<file path="config.mk">
export PLATFORM = sky130hd
export DESIGN_NAME = calc_key_fsm_flat
export DESIGN_NICKNAME = d
export VERILOG_FILES = /design/src/rtl/calc_key_fsm_if.sv /design/src/rtl/calc_key_fsm.sv /design/src/flat_wrapper.sv
export SDC_FILE = /design/constraint.sdc
export NUM_CORES = 1
export LEC_CHECK = 0
export CELL_PAD_IN_SITES_DETAIL_PLACEMENT = 0
export CELL_PAD_IN_SITES_GLOBAL_PLACEMENT = 2
export CORE_ASPECT_RATIO = 0.6
export CORE_MARGIN = 2
export CORE_UTILIZATION = 40
export DETAILED_ROUTE_END_ITERATION = 12
export GPL_ROUTABILITY_DRIVEN = 0
export HOLD_SLACK_MARGIN = 0.15
export PLACE_DENSITY_LB_ADDON = 0.1
export SLEW_MARGIN = 10
export SYNTH_ARGS = -nofsm -noshare
export SYNTH_HDL_FRONTEND = slang
export SYNTH_SLANG_ARGS = --single-unit
</file>
<file path="constraint.sdc">
create_clock -name clk -period 8.62 [get_ports clk]
set_input_delay 1.724 -clock clk [delete_from_list [all_inputs] [get_ports clk]]
set_output_delay 1.724 -clock clk [all_outputs]
set_load 0.02 [all_outputs]
</file>
<file path="src/rtl/calc_key_fsm_if.sv">
// Keypad-to-display bus for calc_key_fsm: scanner strobe/code in, result status out.
// rem_value exists only when CALC_REM_EN is defined.
interface calc_key_fsm_if #(
   parameter int OPW  = 14,
   parameter int RESW = 28
);
   logic            flag;
   logic [4:0]      real_number;
   logic [RESW-1:0] disp_value;
   logic            disp_neg;
   logic            err;
   logic            busy;
`ifdef CALC_REM_EN
   logic [OPW-1:0]  rem_value;
`endif

   modport master (
      output flag, real_number,
      input  disp_value, disp_neg, err, busy
`ifdef CALC_REM_EN
      , input rem_value
`endif
   );

   modport slave (
      input  flag, real_number,
      output disp_value, disp_neg, err, busy
`ifdef CALC_REM_EN
      , output rem_value
`endif
   );
endinterface

</file>
<file path="src/rtl/calc_key_fsm.sv">
// Four-function decimal calculator core fed by a keypad scanner; divide is a restoring divider.
// Optional macro CALC_REM_EN adds the rem_value output (divider remainder).
module calc_key_fsm #(
   parameter int DIGITS = 4,
   parameter int OPW    = 14,
   parameter int RESW   = 28
) (
   input logic           clk,
   input logic           rst,
   calc_key_fsm_if.slave bus
);
   localparam int CW  = $clog2(DIGITS + 1);
   localparam int DCW = $clog2(OPW);
   localparam logic [CW-1:0]   CNT_MAX = CW'(DIGITS);
   localparam logic [DCW-1:0]  DIV_END = DCW'(OPW - 1);
   localparam logic [RESW-1:0] MAXV    = RESW'(10**DIGITS - 1);

   typedef enum logic [2:0] {ENTER_A, OP_WAIT, ENTER_B, DIV, RESULT, ERROR} state_t;
   typedef enum logic [1:0] {OP_ADD, OP_SUB, OP_MUL, OP_DIV} op_t;

   state_t          r_state, w_state_n;
   op_t             r_op, w_op_n, w_kop;
   logic            r_flag_d;
   logic [OPW-1:0]  r_a, w_a_n, r_b, w_b_n, r_rem, w_rem_n, r_quo, w_quo_n;
   logic [CW-1:0]   r_cnt, w_cnt_n;
   logic [DCW-1:0]  r_dcnt, w_dcnt_n;
   logic [RESW-1:0] r_disp, w_disp_n;
   logic            r_neg, w_neg_n, r_chain, w_chain_n;
`ifdef CALC_REM_EN
   logic [OPW-1:0]  r_remv, w_remv_n;
`endif

   logic           w_evt, w_digit, w_opkey, w_eq, w_clr, w_chain_ok;
   logic [3:0]     w_key;
   logic [OPW-1:0] w_acc_a, w_acc_b, w_rem_step, w_quo_step;
   logic [OPW:0]   w_shift, w_trial;

   assign w_evt      = bus.flag & ~r_flag_d & ~bus.real_number[4];
   assign w_key      = bus.real_number[3:0];
   assign w_digit    = w_evt & (w_key <= 4'd9);
   assign w_opkey    = w_evt & (w_key >= 4'd10) & (w_key <= 4'd13);
   assign w_eq       = w_evt & (w_key == 4'd14);
   assign w_clr      = w_evt & (w_key == 4'd15);
   assign w_acc_a    = r_a * OPW'(10) + OPW'(w_key);
   assign w_acc_b    = r_b * OPW'(10) + OPW'(w_key);
   assign w_chain_ok = ~r_neg & (r_disp <= MAXV);

   // Restoring step: shift next dividend bit into the partial remainder, keep it if B fits.
   assign w_shift    = {r_rem, r_quo[OPW-1]};
   assign w_trial    = w_shift - {1'b0, r_b};
   assign w_rem_step = w_trial[OPW] ? w_shift[OPW-1:0] : w_trial[OPW-1:0];
   assign w_quo_step = {r_quo[OPW-2:0], ~w_trial[OPW]};

   // Operator codes 10..13 decode uniquely from their low two bits.
   always_comb begin
      unique case (w_key[1:0])
         2'b10:   w_kop = OP_ADD;
         2'b11:   w_kop = OP_SUB;
         2'b00:   w_kop = OP_MUL;
         default: w_kop = OP_DIV;
      endcase
   end

   always_ff @(posedge clk or posedge rst) begin
      if (rst) begin
         r_state  <= ENTER_A;
         r_op     <= OP_ADD;
         r_flag_d <= 1'b0;
         r_a      <= '0;
         r_b      <= '0;
         r_rem    <= '0;
         r_quo    <= '0;
         r_cnt    <= '0;
         r_dcnt   <= '0;
         r_disp   <= '0;
         r_neg    <= 1'b0;
         r_chain  <= 1'b0;
`ifdef CALC_REM_EN
         r_remv   <= '0;
`endif
      end else begin
         r_state  <= w_state_n;
         r_op     <= w_op_n;
         r_flag_d <= bus.flag;
         r_a      <= w_a_n;
         r_b      <= w_b_n;
         r_rem    <= w_rem_n;
         r_quo    <= w_quo_n;
         r_cnt    <= w_cnt_n;
         r_dcnt   <= w_dcnt_n;
         r_disp   <= w_disp_n;
         r_neg    <= w_neg_n;
         r_chain  <= w_chain_n;
`ifdef CALC_REM_EN
         r_remv   <= w_remv_n;
`endif
      end
   end

   always_comb begin
      w_state_n = r_state;
      w_op_n    = r_op;
      w_a_n     = r_a;
      w_b_n     = r_b;
      w_rem_n   = r_rem;
      w_quo_n   = r_quo;
      w_cnt_n   = r_cnt;
      w_dcnt_n  = r_dcnt;
      w_disp_n  = r_disp;
      w_neg_n   = r_neg;
      w_chain_n = r_chain;
`ifdef CALC_REM_EN
      w_remv_n  = r_remv;
`endif
      if (w_clr) begin
         w_state_n = ENTER_A;
         w_op_n    = OP_ADD;
         w_a_n     = '0;
         w_b_n     = '0;
         w_rem_n   = '0;
         w_quo_n   = '0;
         w_cnt_n   = '0;
         w_dcnt_n  = '0;
         w_disp_n  = '0;
         w_neg_n   = 1'b0;
         w_chain_n = 1'b0;
`ifdef CALC_REM_EN
         w_remv_n  = '0;
`endif
      end else begin
         unique case (r_state)
            ENTER_A: begin
               if (w_digit && r_cnt != CNT_MAX) begin
                  w_a_n    = w_acc_a;
                  w_cnt_n  = r_cnt + 1'b1;
                  w_disp_n = RESW'(w_acc_a);
               end else if (w_opkey) begin
                  w_op_n    = w_kop;
                  w_cnt_n   = '0;
                  w_state_n = OP_WAIT;
               end
            end
            OP_WAIT: begin
               if (w_opkey) begin
                  w_op_n = w_kop;
               end else if (w_digit) begin
                  w_b_n     = OPW'(w_key);
                  w_cnt_n   = CW'(1);
                  w_disp_n  = RESW'(w_key);
                  w_state_n = ENTER_B;
               end
            end
            ENTER_B: begin
               if (w_digit) begin
                  if (r_cnt != CNT_MAX) begin
                     w_b_n    = w_acc_b;
                     w_cnt_n  = r_cnt + 1'b1;
                     w_disp_n = RESW'(w_acc_b);
                  end
               end else if (w_eq || w_opkey) begin
                  w_chain_n = w_opkey;
                  if (w_opkey) w_op_n = w_kop;
`ifdef CALC_REM_EN
                  w_remv_n  = '0;
`endif
                  w_neg_n   = 1'b0;
                  w_state_n = RESULT;
                  unique case (r_op)
                     OP_ADD: w_disp_n = RESW'(r_a) + RESW'(r_b);
                     OP_SUB: begin
                        w_neg_n  = (r_a < r_b);
                        w_disp_n = (r_a >= r_b) ? RESW'(r_a - r_b) : RESW'(r_b - r_a);
                     end
                     OP_MUL: w_disp_n = RESW'(r_a) * RESW'(r_b);
                     default: begin
                        if (r_b == '0) begin
                           w_state_n = ERROR;
                        end else begin
                           w_rem_n   = '0;
                           w_quo_n   = r_a;
                           w_dcnt_n  = '0;
                           w_state_n = DIV;
                        end
                     end
                  endcase
               end
            end
            DIV: begin
               w_rem_n  = w_rem_step;
               w_quo_n  = w_quo_step;
               w_dcnt_n = r_dcnt + 1'b1;
               if (r_dcnt == DIV_END) begin
                  w_disp_n  = RESW'(w_quo_step);
                  w_state_n = RESULT;
`ifdef CALC_REM_EN
                  w_remv_n  = w_rem_step;
`endif
               end
            end
            RESULT: begin
               // A pending operator-triggered chain resolves before any new key is considered.
               if (r_chain || w_opkey) begin
                  w_chain_n = 1'b0;
                  if (!r_chain) w_op_n = w_kop;
                  if (w_chain_ok) begin
                     w_a_n     = r_disp[OPW-1:0];
                     w_cnt_n   = '0;
                     w_state_n = OP_WAIT;
                  end else begin
                     w_state_n = ERROR;
                  end
               end else if (w_digit) begin
                  w_a_n     = OPW'(w_key);
                  w_cnt_n   = CW'(1);
                  w_disp_n  = RESW'(w_key);
                  w_neg_n   = 1'b0;
                  w_state_n = ENTER_A;
               end
            end
            default: ;
         endcase
      end
   end

   always_comb begin
      bus.busy       = (r_state == DIV);
      bus.err        = (r_state == ERROR);
      bus.disp_value = (r_state == ERROR) ? '0 : r_disp;
      bus.disp_neg   = (r_state == ERROR) ? 1'b0 : r_neg;
`ifdef CALC_REM_EN
      bus.rem_value  = (r_state == RESULT) ? r_remv : '0;
`endif
   end
endmodule

</file>
<file path="src/flat_wrapper.sv">
// flat-port wrapper written by rule: the top's interface ports become plain ports
module calc_key_fsm_flat 
#(
   parameter int DIGITS = 4,
   parameter int OPW    = 14,
   parameter int RESW   = 28
)
  (clk, rst, bus_flag, bus_real_number, bus_disp_value, bus_disp_neg, bus_err, bus_busy);
  calc_key_fsm_if #(.OPW(OPW), .RESW(RESW)) bus_i ();
  input logic clk;
  input logic rst;
  input wire logic [$bits(bus_i.flag)-1:0] bus_flag;
  input wire logic [$bits(bus_i.real_number)-1:0] bus_real_number;
  output wire logic [$bits(bus_i.disp_value)-1:0] bus_disp_value;
  output wire logic [$bits(bus_i.disp_neg)-1:0] bus_disp_neg;
  output wire logic [$bits(bus_i.err)-1:0] bus_err;
  output wire logic [$bits(bus_i.busy)-1:0] bus_busy;
  assign bus_i.flag = bus_flag;
  assign bus_i.real_number = bus_real_number;
  assign bus_disp_value = bus_i.disp_value;
  assign bus_disp_neg = bus_i.disp_neg;
  assign bus_err = bus_i.err;
  assign bus_busy = bus_i.busy;
  calc_key_fsm #(.DIGITS(DIGITS), .OPW(OPW), .RESW(RESW)) u_core (.clk(clk), .rst(rst), .bus(bus_i));
endmodule
</file>
==> out/results.ini, run 1 <==
[critical_path]
critical_path.top_delay_family=adder cells
timing.critical_path.to_type=register
critical_path.max_stage_delay_ps=820
crit_path_cell_trace=clkinv_1 > nor2_1 > fa_1 > inv_1 > fa_1 > inv_1 > fa_1 > fa_1 > fa_1 > inv_1 > fa_1 > inv_1 > ha_1 > a21o_1 > a211o_1 > o22a_1 > o211a_1 > a2111oi_0 > nor3_1 > a41oi_1 > nor3_1 > a211oi_1 > o21ai_0
crit_type=reg2reg
critPathRequiredTime_ps=8880
startpoint_type_of_the_worst_setup_path=register
arrival_ps=7600
timing.critical_path.slowest_stage_cell=sky130_fd_sc_hd__dfrtp_1
critical_path_depth=23
r2r.worst_path.cells=23
crit_buf_inv=5
critical_path_peak_fanout=13
critical_path.most_common_cell=sky130_fd_sc_hd__fa_1

[clock_network]
cts_buffer_depth=2
cts_tree=done
cts.clk_slew.worst_paths_ps=90
cts-hold-fix-buffers=0
cts.root.buffer_cell=sky130_fd_sc_hd__clkbuf_16
clkSinkCount=99
postCtsSetupRepairBufs=0
cts-buffers-inserted=9
cts_resized=0
cts_htree_levels=3
clock_insertion_delay_worst_skew_ps=400

[die]
die_width_um=264.6
die_y_um=160.4
floorplan.initialDensity_pct=40.45
placeable_core_region_sq_mm=0.04029
die_area_sq_mm=0.04243
io-pin-count=39
row_count=57

[synthesis]
synthesis.instances=1997
synthesis.area_sq_mm=0.01630
ys_warn_count=0
synth-edff-count=0
postSynth.topFlopCell=sky130_fd_sc_hd__dfrtp_1
synth.area.top_cells=sky130_fd_sc_hd__fa_1, sky130_fd_sc_hd__ha_1, sky130_fd_sc_hd__dfrtp_1
yosysSeqAreaShare_pct=15.20
postSynthNetCount=2354
synthDominantCellAreaShare_pct=18.30
postSynthAreaPerCell_sq_um=8.162
ys_async_sr_fraction_pct=100.0
library_cell_with_the_largest_summed_area_after_synthesis=sky130_fd_sc_hd__fa_1
netlist-cell-type-count=86
synth-seq-cells=99

[timing]
timing.final.crit_share_pct=85.14
tightest_slew_ps=1030
final_critical_path_setup_slack_ps=1281
setup-violations-final=0
grt_setup_unrepaired=false
period_minus_slack_ps=7339
hold_violations=0
holdWs_ps=483.1
worst_slew_margin_rel_pct=31.10
max_freq_mhz=136.3
timing.setup.tns_ps=0
finalMaxSlewViolations=0
skew_ps=22.90

[placement]
post_place_setup_slack_ps=1367
port_buffers=38
post_detail_place_hpwl_um=50530
placement.cell_area_sq_mm=0.01723

[grt]
grt_pass1_vias=14150
antenna_found_initial=1
grt_usage_pct=30.31
grt_start_max_net_pins=52
grt_pass1_wl_um=95020
globalRoute.totalOverflow=0

[route]
average_routed_wire_per_standard_cell_um=25.25
vias=14860
drtAntennaViolNets=0
drcViolationCount=0
wirelength_um=63700
via_per_inst=5.889
dr.pass1.iters=5
drt-initial-drc-count=1689

[layout]
most_common_cell_after_layout_fill_and_taps_aside=sky130_fd_sc_hd__inv_1
register_cell_area_after_layout_sq_mm=0.002477
antenna-diode-count=0
layout.filler_cells=4077
fin_nets=2344
layout-drive-gt1-share_pct=4.317
multi_input_area_sq_mm=0.01249
flow.area_growth_from_synthesis_pct=7.622
most-common-layout-cells=sky130_fd_sc_hd__inv_1, sky130_fd_sc_hd__nand2_1, sky130_fd_sc_hd__ha_1
layout.cell_area.non_filler_sq_mm=0.01754

[worst_hold_path]
timing.hold.worst_path_depth=1
hold_path.class=reg2reg

[status]
outcome=finished, final reports clean

[run]
maxCapViolCount=0

==> registers in the layout, summed over array words and instances, names as in the netlist <==
register         flops
u_core.r_b          14
u_core.r_chain       1
u_core.r_flag_d      1
u_core.r_quo        14
u_core.r_disp       28
u_core.r_dcnt        4
u_core.r_op          2
u_core.r_a          14
u_core.r_neg         1
u_core.r_cnt         3
u_core.r_rem        14
u_core.r_state       3
==> layout make-up <==
| cell class | count | area share [%] |
|---|---|---|
| Timing Repair Buffer | 75 | 3.752 |
| Multi-Input combinational cell | 1553 | 71.22 |
| Clock inverter | 7 | 0.4922 |
| Inverter | 249 | 5.342 |
| Sequential cell | 99 | 14.12 |
| Tap cell | 531 | 3.787 |
| Clock buffer | 9 | 1.284 |
==> synthesized netlist by cell type, types with 12 or more instances <==
cell / n
sky130_fd_sc_hd__a211oi_1: 16
sky130_fd_sc_hd__a21o_1: 21
sky130_fd_sc_hd__a21oi_1: 125
sky130_fd_sc_hd__a22o_1: 15
sky130_fd_sc_hd__a22oi_1: 18
sky130_fd_sc_hd__a31oi_1: 15
sky130_fd_sc_hd__and2_1: 36
sky130_fd_sc_hd__clkbuf_1: 73
sky130_fd_sc_hd__clkinv_1: 13
sky130_fd_sc_hd__dfrtp_1: 99
sky130_fd_sc_hd__fa_1: 149
sky130_fd_sc_hd__ha_1: 200
sky130_fd_sc_hd__inv_1: 236
sky130_fd_sc_hd__mux2i_1: 27
sky130_fd_sc_hd__nand2_1: 219
sky130_fd_sc_hd__nand2b_1: 16
sky130_fd_sc_hd__nand3_1: 39
sky130_fd_sc_hd__nor2_1: 190
sky130_fd_sc_hd__nor2b_1: 14
sky130_fd_sc_hd__nor3_1: 34
sky130_fd_sc_hd__o21a_1: 15
sky130_fd_sc_hd__o21ai_0: 92
sky130_fd_sc_hd__o21ai_1: 22
sky130_fd_sc_hd__o22ai_1: 12
sky130_fd_sc_hd__o31ai_1: 23
sky130_fd_sc_hd__xnor2_1: 68
sky130_fd_sc_hd__xor2_1: 29
==> path summary, 6_finish.rpt <==
path	slack [ps]	startpoint	endpoint
max reg2reg	1280	u_core.r_a[8]	u_core.r_disp[26]
min	480	u_core.r_dcnt[3]	u_core.r_dcnt[3]
max	1280	u_core.r_a[8]	u_core.r_disp[26]
min reg2reg	480	u_core.r_dcnt[3]	u_core.r_dcnt[3]
max in group asynchronous	5540	rst	u_core.r_disp[16]
min in group asynchronous	1790	rst	u_core.r_cnt[1]
==> layer usage <==
layer	vias up	share of wire, %	GRT usage [%]	wire length [um]
met5	-	0	0	0
met3	53	11	9.246	7003
li1	6739	-	-	-
met1	7423	51	48.92	32380
met4	0	1.3	4.700	833
met2	643	37	38.90	23480
==> stage by stage <==
stage	instances	util [%]
after floorplan	1997	-
final	2523	43.53
after global routing	2523	43.53
after detailed placement	2507	42.76
after CTS	2523	43.53
after global placement	2507	42.76
==> cell families (layout without fill, tap and decap cells) <==
kind of cell	Yosys count	in the layout	synth area share, %
XOR/XNOR	98	98	5.312
buffers and inverters	345	340	8.267
adder cells (fa/ha/maj)	349	349	33.65
multiplexers	32	32	2.027
AO/OA/AOI/OAI	460	460	18.33
flip-flops	99	99	15.20
AND/OR/NAND/NOR	614	614	17.21
Power of run 1 is not shown: default switching activity piles up to over one toggle a cycle in this logic, so the estimate is an artifact.
==> run 2: changes to the inputs <==
- SLEW_MARGIN: 10 -> 20
- TNS_END_PERCENT: not set -> 50
==> results of run 2 <==
Final layout, timing and power as in run 1 (identical DEF).
Power of run 2 is left out for the same reason.
